**config.mk**
```make
export PLATFORM = sky130hd
export DESIGN_NAME = ilm_iter_mult
export DESIGN_NICKNAME = d
export VERILOG_FILES = /design/src/rtl/ilm_pkg.sv /design/src/rtl/adder_32bits.sv /design/src/rtl/lod_16.sv /design/src/rtl/ilm_iter_mult.sv
export SDC_FILE = /design/constraint.sdc
export NUM_CORES = 1
export LEC_CHECK = 0
export ABC_AREA = 1
export ABC_CLOCK_PERIOD_IN_PS = 10600
export BUFFER_PORTS_ARGS = -buffer_cell sky130_fd_sc_hd__buf_2
export CAP_MARGIN = 5
export CORE_UTILIZATION = 45
export DETAILED_ROUTE_END_ITERATION = 8
export MAX_ROUTING_LAYER = met4
export PLACE_DENSITY = 0.62
export SLEW_MARGIN = 20
export SYNTH_ARGS = -nofsm -noshare
export SYNTH_HDL_FRONTEND = slang
export SYNTH_SLANG_ARGS = --single-unit
```
**constraint.sdc**
```tcl
create_clock -name clk -period 10.6 [get_ports clk]
set_input_delay 1.06 -clock clk [delete_from_list [all_inputs] [get_ports clk]]
set_output_delay 1.06 -clock clk [all_outputs]
set_load 0.02 [all_outputs]
```
**src/rtl/ilm_pkg.sv**
```systemverilog
// ============================================================================
// ilm_pkg : shared constants, state encoding and term helper for ilm_iter_mult
// Revision: 1.0
// ============================================================================
`default_nettype none

package ilm_pkg;

  localparam int OP_WIDTH = 16;
  localparam int PWIDTH   = 32;
  localparam int CNT_W    = 4;

  typedef enum logic [1:0] {
    IDLE = 2'd0,
    TERM = 2'd1,
    DONE = 2'd2
  } state_t;

  // One ILM term: 2^(k1+k2) + res1*2^k2 + res2*2^k1, all at product width.
  function automatic logic [PWIDTH-1:0] ilm_term(
    input logic [OP_WIDTH-1:0] res1,
    input logic [OP_WIDTH-1:0] res2,
    input logic [3:0]          k1,
    input logic [3:0]          k2
  );
    logic [PWIDTH-1:0] t;
    t = (PWIDTH'(1) << ({1'b0, k1} + {1'b0, k2}))
      + ({{(PWIDTH-OP_WIDTH){1'b0}}, res1} << k2)
      + ({{(PWIDTH-OP_WIDTH){1'b0}}, res2} << k1);
    return t;
  endfunction

endpackage

`default_nettype wire

```
**src/rtl/adder_32bits.sv**
```systemverilog
// ============================================================================
// adder_32bits : 32-bit carry-select adder built from 4-bit blocks
// Revision: 1.0
// ============================================================================
`default_nettype none

module adder_32bits (
  input  logic [31:0] i_a,
  input  logic [31:0] i_b,
  input  logic        i_ci,
  output logic [31:0] o_s,
  output logic        o_co
);

  localparam int C_BLK  = 4;
  localparam int C_NBLK = 8;

  logic [C_NBLK:0] w_c;

  assign w_c[0] = i_ci;

  // Each block precomputes both carry-in outcomes; the ripple is only through muxes.
  for (genvar gi = 0; gi < C_NBLK; gi++) begin : g_blk
    logic [C_BLK:0] w_s0;
    logic [C_BLK:0] w_s1;
    assign w_s0 = {1'b0, i_a[gi*C_BLK +: C_BLK]} + {1'b0, i_b[gi*C_BLK +: C_BLK]};
    assign w_s1 = {1'b0, i_a[gi*C_BLK +: C_BLK]} + {1'b0, i_b[gi*C_BLK +: C_BLK]}
                + (C_BLK+1)'(1);
    assign {w_c[gi+1], o_s[gi*C_BLK +: C_BLK]} = w_c[gi] ? w_s1 : w_s0;
  end

  assign o_co = w_c[C_NBLK];

endmodule

`default_nettype wire

```
**src/rtl/lod_16.sv**
```systemverilog
// ============================================================================
// lod_16 : combinational leading-one detector for a 16-bit word
// Revision: 1.0
// ============================================================================
`default_nettype none

module lod_16 (
  input  logic [15:0] i_val,
  output logic [3:0]  o_pos,
  output logic        o_zero
);

  always_comb begin
    o_pos = 4'd0;
    for (int i = 0; i < 16; i++) begin
      if (i_val[i]) o_pos = 4'(i);
    end
  end

  assign o_zero = ~|i_val;

endmodule

`default_nettype wire

```
**src/rtl/ilm_iter_mult.sv**
```systemverilog
// ============================================================================
// ilm_iter_mult : iterative improved logarithmic multiplier, one term per cycle
// Revision: 1.0
// ============================================================================
`default_nettype none

module ilm_iter_mult
  import ilm_pkg::*;
#(
  parameter int WIDTH    = 16,
  parameter int MAX_ITER = 1
) (
  input  logic               clk,
  input  logic               rst,
  input  logic               in_valid,
  output logic               in_ready,
  input  logic [WIDTH-1:0]   a,
  input  logic [WIDTH-1:0]   b,
  output logic               out_valid,
  input  logic               out_ready,
  output logic [2*WIDTH-1:0] p,
  output logic               busy
);

  localparam logic [CNT_W-1:0] C_LAST = CNT_W'(MAX_ITER);

  state_t              r_state;
  logic [WIDTH-1:0]    r_r1;
  logic [WIDTH-1:0]    r_r2;
  logic [PWIDTH-1:0]   r_acc;
  logic [PWIDTH-1:0]   r_p;
  logic [CNT_W-1:0]    r_cnt;
  logic                r_out_valid;
  logic                r_in_ready;
  logic                r_busy;

  logic [3:0]          w_k1;
  logic [3:0]          w_k2;
  logic                w_z1;
  logic                w_z2;
  logic [WIDTH-1:0]    w_res1;
  logic [WIDTH-1:0]    w_res2;
  logic [PWIDTH-1:0]   w_term;
  logic [PWIDTH-1:0]   w_sum;
  logic                w_unused_co;

  lod_16 u_lod1 (.i_val(r_r1), .o_pos(w_k1), .o_zero(w_z1));
  lod_16 u_lod2 (.i_val(r_r2), .o_pos(w_k2), .o_zero(w_z2));

  assign w_res1 = r_r1 ^ (WIDTH'(1) << w_k1);
  assign w_res2 = r_r2 ^ (WIDTH'(1) << w_k2);
  assign w_term = ilm_term(w_res1, w_res2, w_k1, w_k2);

  // Terms never overshoot a*b, so the carry-out is structurally always zero.
  adder_32bits u_adder (
    .i_a  (r_acc),
    .i_b  (w_term),
    .i_ci (1'b0),
    .o_s  (w_sum),
    .o_co (w_unused_co)
  );

  always_ff @(posedge clk) begin
    if (rst) begin
      r_state     <= IDLE;
      r_r1        <= '0;
      r_r2        <= '0;
      r_acc       <= '0;
      r_p         <= '0;
      r_cnt       <= '0;
      r_out_valid <= 1'b0;
      r_in_ready  <= 1'b1;
      r_busy      <= 1'b0;
    end else begin
      case (r_state)
        IDLE: begin
          if (in_valid && r_in_ready) begin
            r_r1       <= a;
            r_r2       <= b;
            r_acc      <= '0;
            r_cnt      <= '0;
            r_in_ready <= 1'b0;
            r_busy     <= 1'b1;
            r_state    <= TERM;
          end
        end
        TERM: begin
          if (w_z1 || w_z2) begin
            r_state <= DONE;
          end else begin
            r_acc <= w_sum;
            r_r1  <= w_res1;
            r_r2  <= w_res2;
            r_cnt <= r_cnt + 1'b1;
            if (r_cnt == C_LAST) r_state <= DONE;
          end
        end
        DONE: begin
          // First DONE cycle registers the product; afterwards wait for the consumer.
          if (!r_out_valid) begin
            r_out_valid <= 1'b1;
            r_p         <= r_acc;
          end else if (out_ready) begin
            r_out_valid <= 1'b0;
            r_in_ready  <= 1'b1;
            r_busy      <= 1'b0;
            r_state     <= IDLE;
          end
        end
        default: r_state <= IDLE;
      endcase
    end
  end

  assign in_ready  = r_in_ready;
  assign out_valid = r_out_valid;
  assign p         = r_p;
  assign busy      = r_busy;

endmodule

`default_nettype wire

```
==> results of run 1 <==
-- how the worst min path moves through the flow --
stage               cells past startpoint  slack [ps]                     to
floorplan                               2         440  r_r1[15]$_SDFFE_PP0P_
global placement                        2         450      p[8]$_SDFFE_PP0P_
detailed placement                      2         450     p[23]$_SDFFE_PP0P_
CTS                                     2         460     p[11]$_SDFFE_PP0P_
global route                            2         470      p[3]$_SDFFE_PP0P_
finish                                  2         460      p[3]$_SDFFE_PP0P_
-- layout make-up --
cell class	instances	area (µm²)	share of cell area
repair buffers	86	470	0.0403
flip-flops and latches	105	2100	0.180
multi-input cells	1275	7600	0.651
clock buffers	9	225	0.0193
inverters	219	823	0.0705
well taps	319	399	0.0342
clock inverters	7	58.8	0.00503
-- synth_stat cells, types with 32 or more instances --
| cell | number |
|---|---|
| sky130_fd_sc_hd__a21oi_1 | 133 |
| sky130_fd_sc_hd__ha_1 | 74 |
| sky130_fd_sc_hd__o21ai_0 | 60 |
| sky130_fd_sc_hd__dfxtp_1 | 105 |
| sky130_fd_sc_hd__clkbuf_1 | 41 |
| sky130_fd_sc_hd__xor2_1 | 32 |
| sky130_fd_sc_hd__fa_1 | 41 |
| sky130_fd_sc_hd__nor3_1 | 37 |
| sky130_fd_sc_hd__nor2_1 | 80 |
| sky130_fd_sc_hd__nand2_1 | 339 |
| sky130_fd_sc_hd__nand3_1 | 318 |
| sky130_fd_sc_hd__inv_1 | 207 |
-- per-stage QoR --
stage          instance area (µm²)  setup WS, ps  hold WS, ps  utilization  instances
2_1_floorplan                10800          3430          439            -       1676
3_3_place_gp                 11400          2230          445        0.484       2004
3_5_place_dp                 11400          2040          451        0.484       2004
4_1_cts                      11700          1980          461        0.496       2020
5_1_grt                      11700          1010          475        0.496       2020
6_report                     11700          1890          459        0.496       2020
-- cell families after synthesis --
group,Yosys count
other,1
adders and majority gates,115
buffers and inverters,296
AOI/OAI and AO/OA,260
and+or+nand+nor,844
DFF,105
xor gates and xnor gates,54
-- registers in the layout (all words and copies together), names as in the netlist --
signal     cells
p             32
r_acc         32
r_r1          16
r_r2          16
r_cnt          4
r_state        2
busy           1
in_ready       1
out_valid      1
-- tightest hold or removal path: stages, from the launching register on --
cell                      delay (ps)
sky130_fd_sc_hd__dfxtp_1         310
sky130_fd_sc_hd__nand2_1          60
sky130_fd_sc_hd__a21oi_1          50
-- routing by layer --
layer  routed length [µm]  GRT usage
met1                14700      0.364
met2                13900      0.431
met3                 1820     0.0264
met4                  816     0.0966
met5                    0          -
==> results.cfg, run 1 <==
[outcome]
outcome = finished clean

[min_path]
holdCritStartpoint = p[3]$_SDFFE_PP0P_
hold_path.class = register to register

[sta]
achievable-frequency_mhz = 115
finalSetupViolations = 0
worst_setup_skew_after_layout_ps = 17.4
min_period_ps = 8710
rsz0062_at_grt = no
timing.final.max_slew_violations = 0
setup_tns_ps = 0
maxSlewHeadroom = 0.335
final_hold_vio_count = 0
worst-slew-pin-transition_ps = 992
min_period_over_period = 0.822

[setup_path]
reg2regPathDepth = 40
worst_setup_path_endpoint = r_acc[30]$_SDFFE_PP0P_
r2r_end = r_acc[30]$_SDFFE_PP0P_
critical_path_peak_fanout = 28
cp.buffers_inverters = 7
cp_class = register to register
cp.arrival_ps = 9010
timing.critical_path.slowest_cell_delay_ps = 730
critical_path.top_delay_family = simple AND/OR/NAND/NOR gates
worst_setup_path_startpoint = r_r2[4]$_SDFFE_PP0P_
critPathCaptureType = register
worst-endpoint-required_ps = 10890
critical_path.slowest_cell = sky130_fd_sc_hd__fa_1
reg2reg_slack_ps = 1890
worst-path-stages = 40
worst_r2r_startpoint = r_r2[4]$_SDFFE_PP0P_
cp-start-kind = register

[synthesis]
post_synth_fa_ha_maj_area_fraction = 0.161
post_synth_edffs = 0
top_cell_type_s_share_of_synthesized_area = 0.194
synth_compound_area_frac = 0.135
post_synth_and_or_nand_nor_area_fraction = 0.359
synth.lib_cells_used.distinct = 56
async_reset_ff_frac = 0
synth.ff_latch_count = 105
total_number_of_yosys_warnings = 0
yosys-top-cells-area = sky130_fd_sc_hd__dfxtp_1, sky130_fd_sc_hd__nand3_1, sky130_fd_sc_hd__nand2_1, sky130_fd_sc_hd__ha_1, sky130_fd_sc_hd__fa_1
synth_seq_area_share = 0.194
synth.largest_area_cell = sky130_fd_sc_hd__dfxtp_1
synth_area_mm2 = 0.0108
main_combinational_cell_family_by_area_after_synthesis = simple AND/OR/NAND/NOR gates
yosys.area_share.xor_xnor = 0.0443
yosys_most_used_dff = sky130_fd_sc_hd__dfxtp_1
synth_cells = 1675
syn_area_per_cell_um2 = 6.47
post_synth_mux_area_share = 0

[cts]
cts.clk_slew.worst_paths_ps = 90
postCtsHoldBufs = 0
max-clock-path-buffers = 2
cts_inserted_buffers = 9
clock_tree.root_cell = sky130_fd_sc_hd__clkbuf_16
htree_levels = 3
cts.repair.resized = 0
cts_tree = yes
insertion_delay_ps = 370
cts_sinks = 105
post_cts_buffers = 0

[cells_and_area]
mostFrequentLayoutCell = sky130_fd_sc_hd__nand2_1
nNetsFinal = 1847
most-common-layout-cells = sky130_fd_sc_hd__nand2_1, sky130_fd_sc_hd__nand3_1, sky130_fd_sc_hd__inv_1
layout-area-overhead-vs-synth_pct = 7.72
drive_gt1_frac = 0.0976
num_antenna_cells = 0
final.fill_count = 2498

[routing]
vias_per_cell = 5.49
first_iter_violations = 944
drc = 0
final_routed_wirelength_across_all_metal_layers_mm = 31.2
drt.antenna.violating_nets = 0
wire_per_inst_um = 15.4
drt_first_pass_iters = 5
route.vias.total = 11080

[global_route]
overflow = 0
first_global_vias = 10547
global_route_wire_length_before_repair_mm = 52.2
antenna_found_initial = 0
maximum_number_of_pins_on_one_net_before_global_route_repair = 78
grt_util_all_layers = 0.274

[floorplan]
rows = 56
floorplan.die.width_um = 157
initial_core_utilization = 0.461
die_y_um = 157
ioPinCount = 71
core-area_mm2 = 0.0235
die-area_mm2 = 0.0247

[placement]
detailed_place_hpwl_mm = 24.4
port_buffers = 70
gp_congestion = 0.969

[flow_run]
max-cap-violations = 0
Power of run 1 is left out: the tool's default activity adds up to more than one toggle a clock period on the data nets, which glitch-free logic cannot reach.
==> run 2, diff against run 1 <==
Settings changed: ABC_CLOCK_PERIOD_IN_PS 10600 to 7420, PLACE_DENSITY 0.62 to 0.65.
Clock period 10.6 ns to 7.42 ns, I/O delays scaled along.
==> run 2 against run 1 <==
Fmax rose by 25%. Highest routed layer unchanged. Utilization rose by 2.8 points. Largest cell class unchanged. Critical endpoint is now r_acc[29]$_SDFFE_PP0P_. Register-to-register slack got worse by 1400 ps.
==> results.cfg, run 2 (synthesis results as in run 1) <==
[cts]
htree_levels = 3
insertion_delay_ps = 370
cts_inserted_buffers = 9
cts_sinks = 105
max-clock-path-buffers = 2
cts.clk_slew.worst_paths_ps = 80
clock_tree.root_cell = sky130_fd_sc_hd__clkbuf_16
cts_tree = yes

[placement]
placedCellCount = 2036
port_buffers = 70
postPlaceCellArea_mm2 = 0.0116
gp_congestion = 0.975
detailed_place_hpwl_mm = 25.2

[floorplan]
initial_core_utilization = 0.461
ioPinCount = 71
die-area_mm2 = 0.0247
core-area_mm2 = 0.0235
rows = 56
die_y_um = 157
floorplan.die.width_um = 157

[setup_path]
timing.critical_path.slowest_cell_delay_ps = 600
worst_r2r_startpoint = r_r1[2]$_SDFFE_PP0P_
cp_class = register to register
reg2regPathDepth = 48
critical_path_peak_fanout = 5
critical_path.slowest_cell = sky130_fd_sc_hd__fa_2
worst-endpoint-required_ps = 7720
cp_common_cell = sky130_fd_sc_hd__nand2_1
reg2reg_slack_ps = 460
cp-start-kind = register
cp.arrival_ps = 7260
critPathCaptureType = register
r2r_end = r_acc[29]$_SDFFE_PP0P_

[cells_and_area]
mostFrequentLayoutCell = sky130_fd_sc_hd__nand2_1
final.fill_count = 2426
nNetsFinal = 1894
most-common-layout-cells = sky130_fd_sc_hd__nand2_1, sky130_fd_sc_hd__nand3_1, sky130_fd_sc_hd__inv_1
layout.cell_area.non_filler_mm2 = 0.0123
instances_no_fill = 2066
num_antenna_cells = 0
layout-area-overhead-vs-synth_pct = 13.8
drive_gt1_frac = 0.153

[routing]
wire_per_inst_um = 15.7
final_routed_wirelength_across_all_metal_layers_mm = 32.4
drt.antenna.violating_nets = 0
first_iter_violations = 804
drc = 0
drt_first_pass_iters = 5
route.vias.total = 11312
vias_per_cell = 5.48

[sta]
timing.hold.ws_ps = 457
maxSlewHeadroom = 0.298
min_period_ps = 6960
min_period_over_period = 0.937
worst-slew-pin-transition_ps = 1050
finalSetupViolations = 0
achievable-frequency_mhz = 144
worst_setup_skew_after_layout_ps = 15.8
final_hold_vio_count = 0
timing.final.max_slew_violations = 0

[global_route]
grt_util_all_layers = 0.278
overflow = 0
maximum_number_of_pins_on_one_net_before_global_route_repair = 78
antenna_found_initial = 0
first_global_vias = 10355
global_route_wire_length_before_repair_mm = 52.9

[outcome]
outcome = finished clean

[min_path]
holdCritStartpoint = p[7]$_SDFFE_PP0P_
min_delay_path_depth = 2
hold_path.class = register to register
hold_end = p[7]$_SDFFE_PP0P_

[flow_run]
max-cap-violations = 0
[run 2: worst max-delay path by stage]
stage | from | end | slack (ps) | cells after the start
4_1_cts | r_r1[2]$_SDFFE_PP0P_ | r_acc[29]$_SDFFE_PP0P_ | 20 | 51
5_1_grt | r_r1[2]$_SDFFE_PP0P_ | r_acc[29]$_SDFFE_PP0P_ | -110 | 49
3_5_place_dp | r_r1[2]$_SDFFE_PP0P_ | r_acc[20]$_SDFFE_PP0P_ | 40 | 41
3_3_place_gp | r_r1[2]$_SDFFE_PP0P_ | r_acc[31]$_SDFFE_PP0P_ | 150 | 43
2_1_floorplan | r_r1[2]$_SDFFE_PP0P_ | r_acc[20]$_SDFFE_PP0P_ | 250 | 50
6_report | r_r1[2]$_SDFFE_PP0P_ | r_acc[29]$_SDFFE_PP0P_ | 460 | 48
[run 2: worst max-delay path, delay by kind of cell, from the launching register on]
kind	cells	cell delay, ps
compound gates	9	1360
xor+xnor	3	530
simple gates	26	2220
fa+ha+maj	5	1910
flops	1	340
buf+inv	5	470
[run 2: timing repair]
action	CTS	global route
buffers inserted	0	15
hold buffers	0	0
pin swaps	0	32
gates resized for setup	1	71
gates cloned	0	0
endpoints found under the setup margin	1	17
[run 2: cell type report]
class | instances | area (µm²) | share of cell area
flip-flops and latches | 105 | 2110 | 0.171
inverters | 219 | 827 | 0.0670
repair buffers | 133 | 843 | 0.0683
clock buffers | 9 | 225 | 0.0183
clock inverters | 6 | 52.6 | 0.00426
multi-input cells | 1275 | 7890 | 0.639
well taps | 319 | 399 | 0.0323
[run 2: stage by stage]
stage	util	TNS, ps	worst slack, ps
6_report	0.524	0	464
5_1_grt	0.524	-315	-107
4_1_cts	0.506	0	17.9
3_5_place_dp	0.494	0	37.6
3_3_place_gp	0.494	0	149
2_1_floorplan	-	0	251
[run 2: metal layers]
| metal | track usage | up-vias | wire, µm |
|---|---|---|---|
| li1 | - | 5695 | - |
| met1 | 0.381 | 5287 | 15600 |
| met2 | 0.441 | 301 | 14700 |
| met3 | 0.0336 | 29 | 1730 |
| met4 | 0.0513 | 0 | 423 |
| met5 | - | - | 0 |
Power of run 2 is left out for the same reason.
==> run 3, diff against run 2 <==
--- a/config.mk
+++ b/config.mk
@@ -14,5 +14,4 @@
 export MAX_ROUTING_LAYER = met4
 export PLACE_DENSITY = 0.65
-export SLEW_MARGIN = 20
 export SYNTH_ARGS = -nofsm -noshare
 export SYNTH_HDL_FRONTEND = slang
==> constraint.sdc (replaced) <==
create_clock -name clk -period 7.42 [get_ports clk]
set_input_delay 0.742 -clock clk [delete_from_list [all_inputs] [get_ports clk]]
set_output_delay 0.742 -clock clk [all_outputs]
set_load 0.01 [all_outputs]
==> run 3 against run 2 <==
Global-route usage is the same. Critical path depth is the same. Critical path type unchanged. Sequential share of layout area is essentially flat. Non-clock buffer count is the same. First-iteration DRC count grew 0.12%. Utilization is essentially flat. Clock skew is essentially flat. Setup slack is essentially flat. Clock-buffer cell count is the same. Critical endpoint unchanged. Highest routed layer unchanged. Hold slack is essentially flat. Cell count is the same. Design area is essentially flat.
==> results.cfg, run 3 (synthesis results as in run 1) <==
[floorplan]
rows = 56
die-area_mm2 = 0.0247
initial_core_utilization = 0.461
ioPinCount = 71
die_y_um = 157
floorplan.die.width_um = 157
core-area_mm2 = 0.0235

[cells_and_area]
mostFrequentLayoutCell = sky130_fd_sc_hd__nand2_1
drive_gt1_frac = 0.152
nNetsFinal = 1894
layout-area-overhead-vs-synth_pct = 13.8
most-common-layout-cells = sky130_fd_sc_hd__nand2_1, sky130_fd_sc_hd__nand3_1, sky130_fd_sc_hd__inv_1
num_antenna_cells = 0

[sta]
finalSetupViolations = 0
maxSlewHeadroom = 0.266
timing.final.max_slew_violations = 0
min_period_over_period = 0.938
achievable-frequency_mhz = 144
worst-slew-pin-transition_ps = 1100
min_period_ps = 6960
final_hold_vio_count = 0
worst_setup_skew_after_layout_ps = 15.9
setup_tns_ps = 0

[routing]
wire_per_inst_um = 15.7
drt.antenna.violating_nets = 0
final_routed_wirelength_across_all_metal_layers_mm = 32.5
route.vias.total = 11319
drt_first_pass_iters = 5
vias_per_cell = 5.48
drc = 0
first_iter_violations = 805

[cts]
htree_levels = 3
postCtsHoldBufs = 0
cts_tree = yes
cts.clk_slew.worst_paths_ps = 80
max-clock-path-buffers = 2
cts_sinks = 105
clock_tree.root_cell = sky130_fd_sc_hd__clkbuf_16
insertion_delay_ps = 370
cts_inserted_buffers = 9

[setup_path]
cp-start-kind = register
cp.buffers_inverters = 5
worst_setup_path_startpoint = r_r1[2]$_SDFFE_PP0P_
critical_path.top_delay_family = simple AND/OR/NAND/NOR gates
critPathCaptureType = register
r2r_end = r_acc[29]$_SDFFE_PP0P_
cp.arrival_ps = 7260
critical_path.slowest_cell = sky130_fd_sc_hd__fa_2
worst_r2r_startpoint = r_r1[2]$_SDFFE_PP0P_
timing.critical_path.slowest_cell_delay_ps = 600
reg2regPathDepth = 48
worst-endpoint-required_ps = 7720
cp_common_cell = sky130_fd_sc_hd__nand2_1
cp_class = register to register
reg2reg_slack_ps = 460
critical_path_peak_fanout = 5

[min_path]
holdCritStartpoint = p[7]$_SDFFE_PP0P_
hold_path.class = register to register
hold_end = p[7]$_SDFFE_PP0P_
min_delay_path_depth = 2

[global_route]
global_route_wire_length_before_repair_mm = 52.9
maximum_number_of_pins_on_one_net_before_global_route_repair = 78
overflow = 0
first_global_vias = 10355
antenna_found_initial = 0
grt_util_all_layers = 0.278

[placement]
port_buffers = 70
gp_congestion = 0.975
detailed_place_hpwl_mm = 25.2

[outcome]
outcome = finished clean

[flow_run]
max-cap-violations = 0
[run 3: cell counts in the layout (fill, tap and decap cells not counted)]
No cell type changed its count.
[run 3: tightest hold or removal path, cell delays in order, from the launching register on]
cell and delay [ps]:
sky130_fd_sc_hd__dfxtp_1 310, sky130_fd_sc_hd__nand2_1 60, sky130_fd_sc_hd__a21oi_1 50
[run 3: how the worst max path moves through the flow]
stage,endpoint,slack (ps),depth (start not counted)
floorplan,r_acc[20]$_SDFFE_PP0P_,250,50
global placement,r_acc[31]$_SDFFE_PP0P_,150,43
detailed placement,r_acc[20]$_SDFFE_PP0P_,40,41
CTS,r_acc[29]$_SDFFE_PP0P_,20,51
global route,r_acc[29]$_SDFFE_PP0P_,-110,49
finish,r_acc[29]$_SDFFE_PP0P_,460,48
[run 3: cell type report]
type                       count  area, µm²
timing repair buffer         133        843
tap                          319        399
multi-input combinational   1275       7880
clock buffer                   9        225
fill                        2425      11200
sequential                   105       2110
clock inverter                 6       52.6
inverter                     219        827
[run 3: stage by stage]
stage / setup slack [ps] / instances / hold slack (ps) / util / instance area, µm²
floorplan: 251 / 1676 / 439 / - / 10800
global placement: 149 / 2036 / 444 / 0.494 / 11600
detailed placement: 37.6 / 2036 / 450 / 0.494 / 11600
CTS: 17.9 / 2051 / 461 / 0.506 / 11900
global route: -107 / 2066 / 472 / 0.524 / 12300
finish: 464 / 2066 / 457 / 0.524 / 12300
[run 3: what timing repair did]
action,CTS,global route
pin swaps,0,32
setup endpoints to repair,1,17
gates resized for setup,1,71
buffers inserted,0,15
[run 3: layer usage]
| layer | share of wire | global-route usage | wire (µm) |
|---|---|---|---|
| met2 | 0.45 | 0.441 | 14700 |
| met5 | 0 | - | 0 |
| met3 | 0.054 | 0.0336 | 1740 |
| met4 | 0.012 | 0.0513 | 395 |
| met1 | 0.48 | 0.381 | 15600 |
Power of run 3 is left out for the same reason.
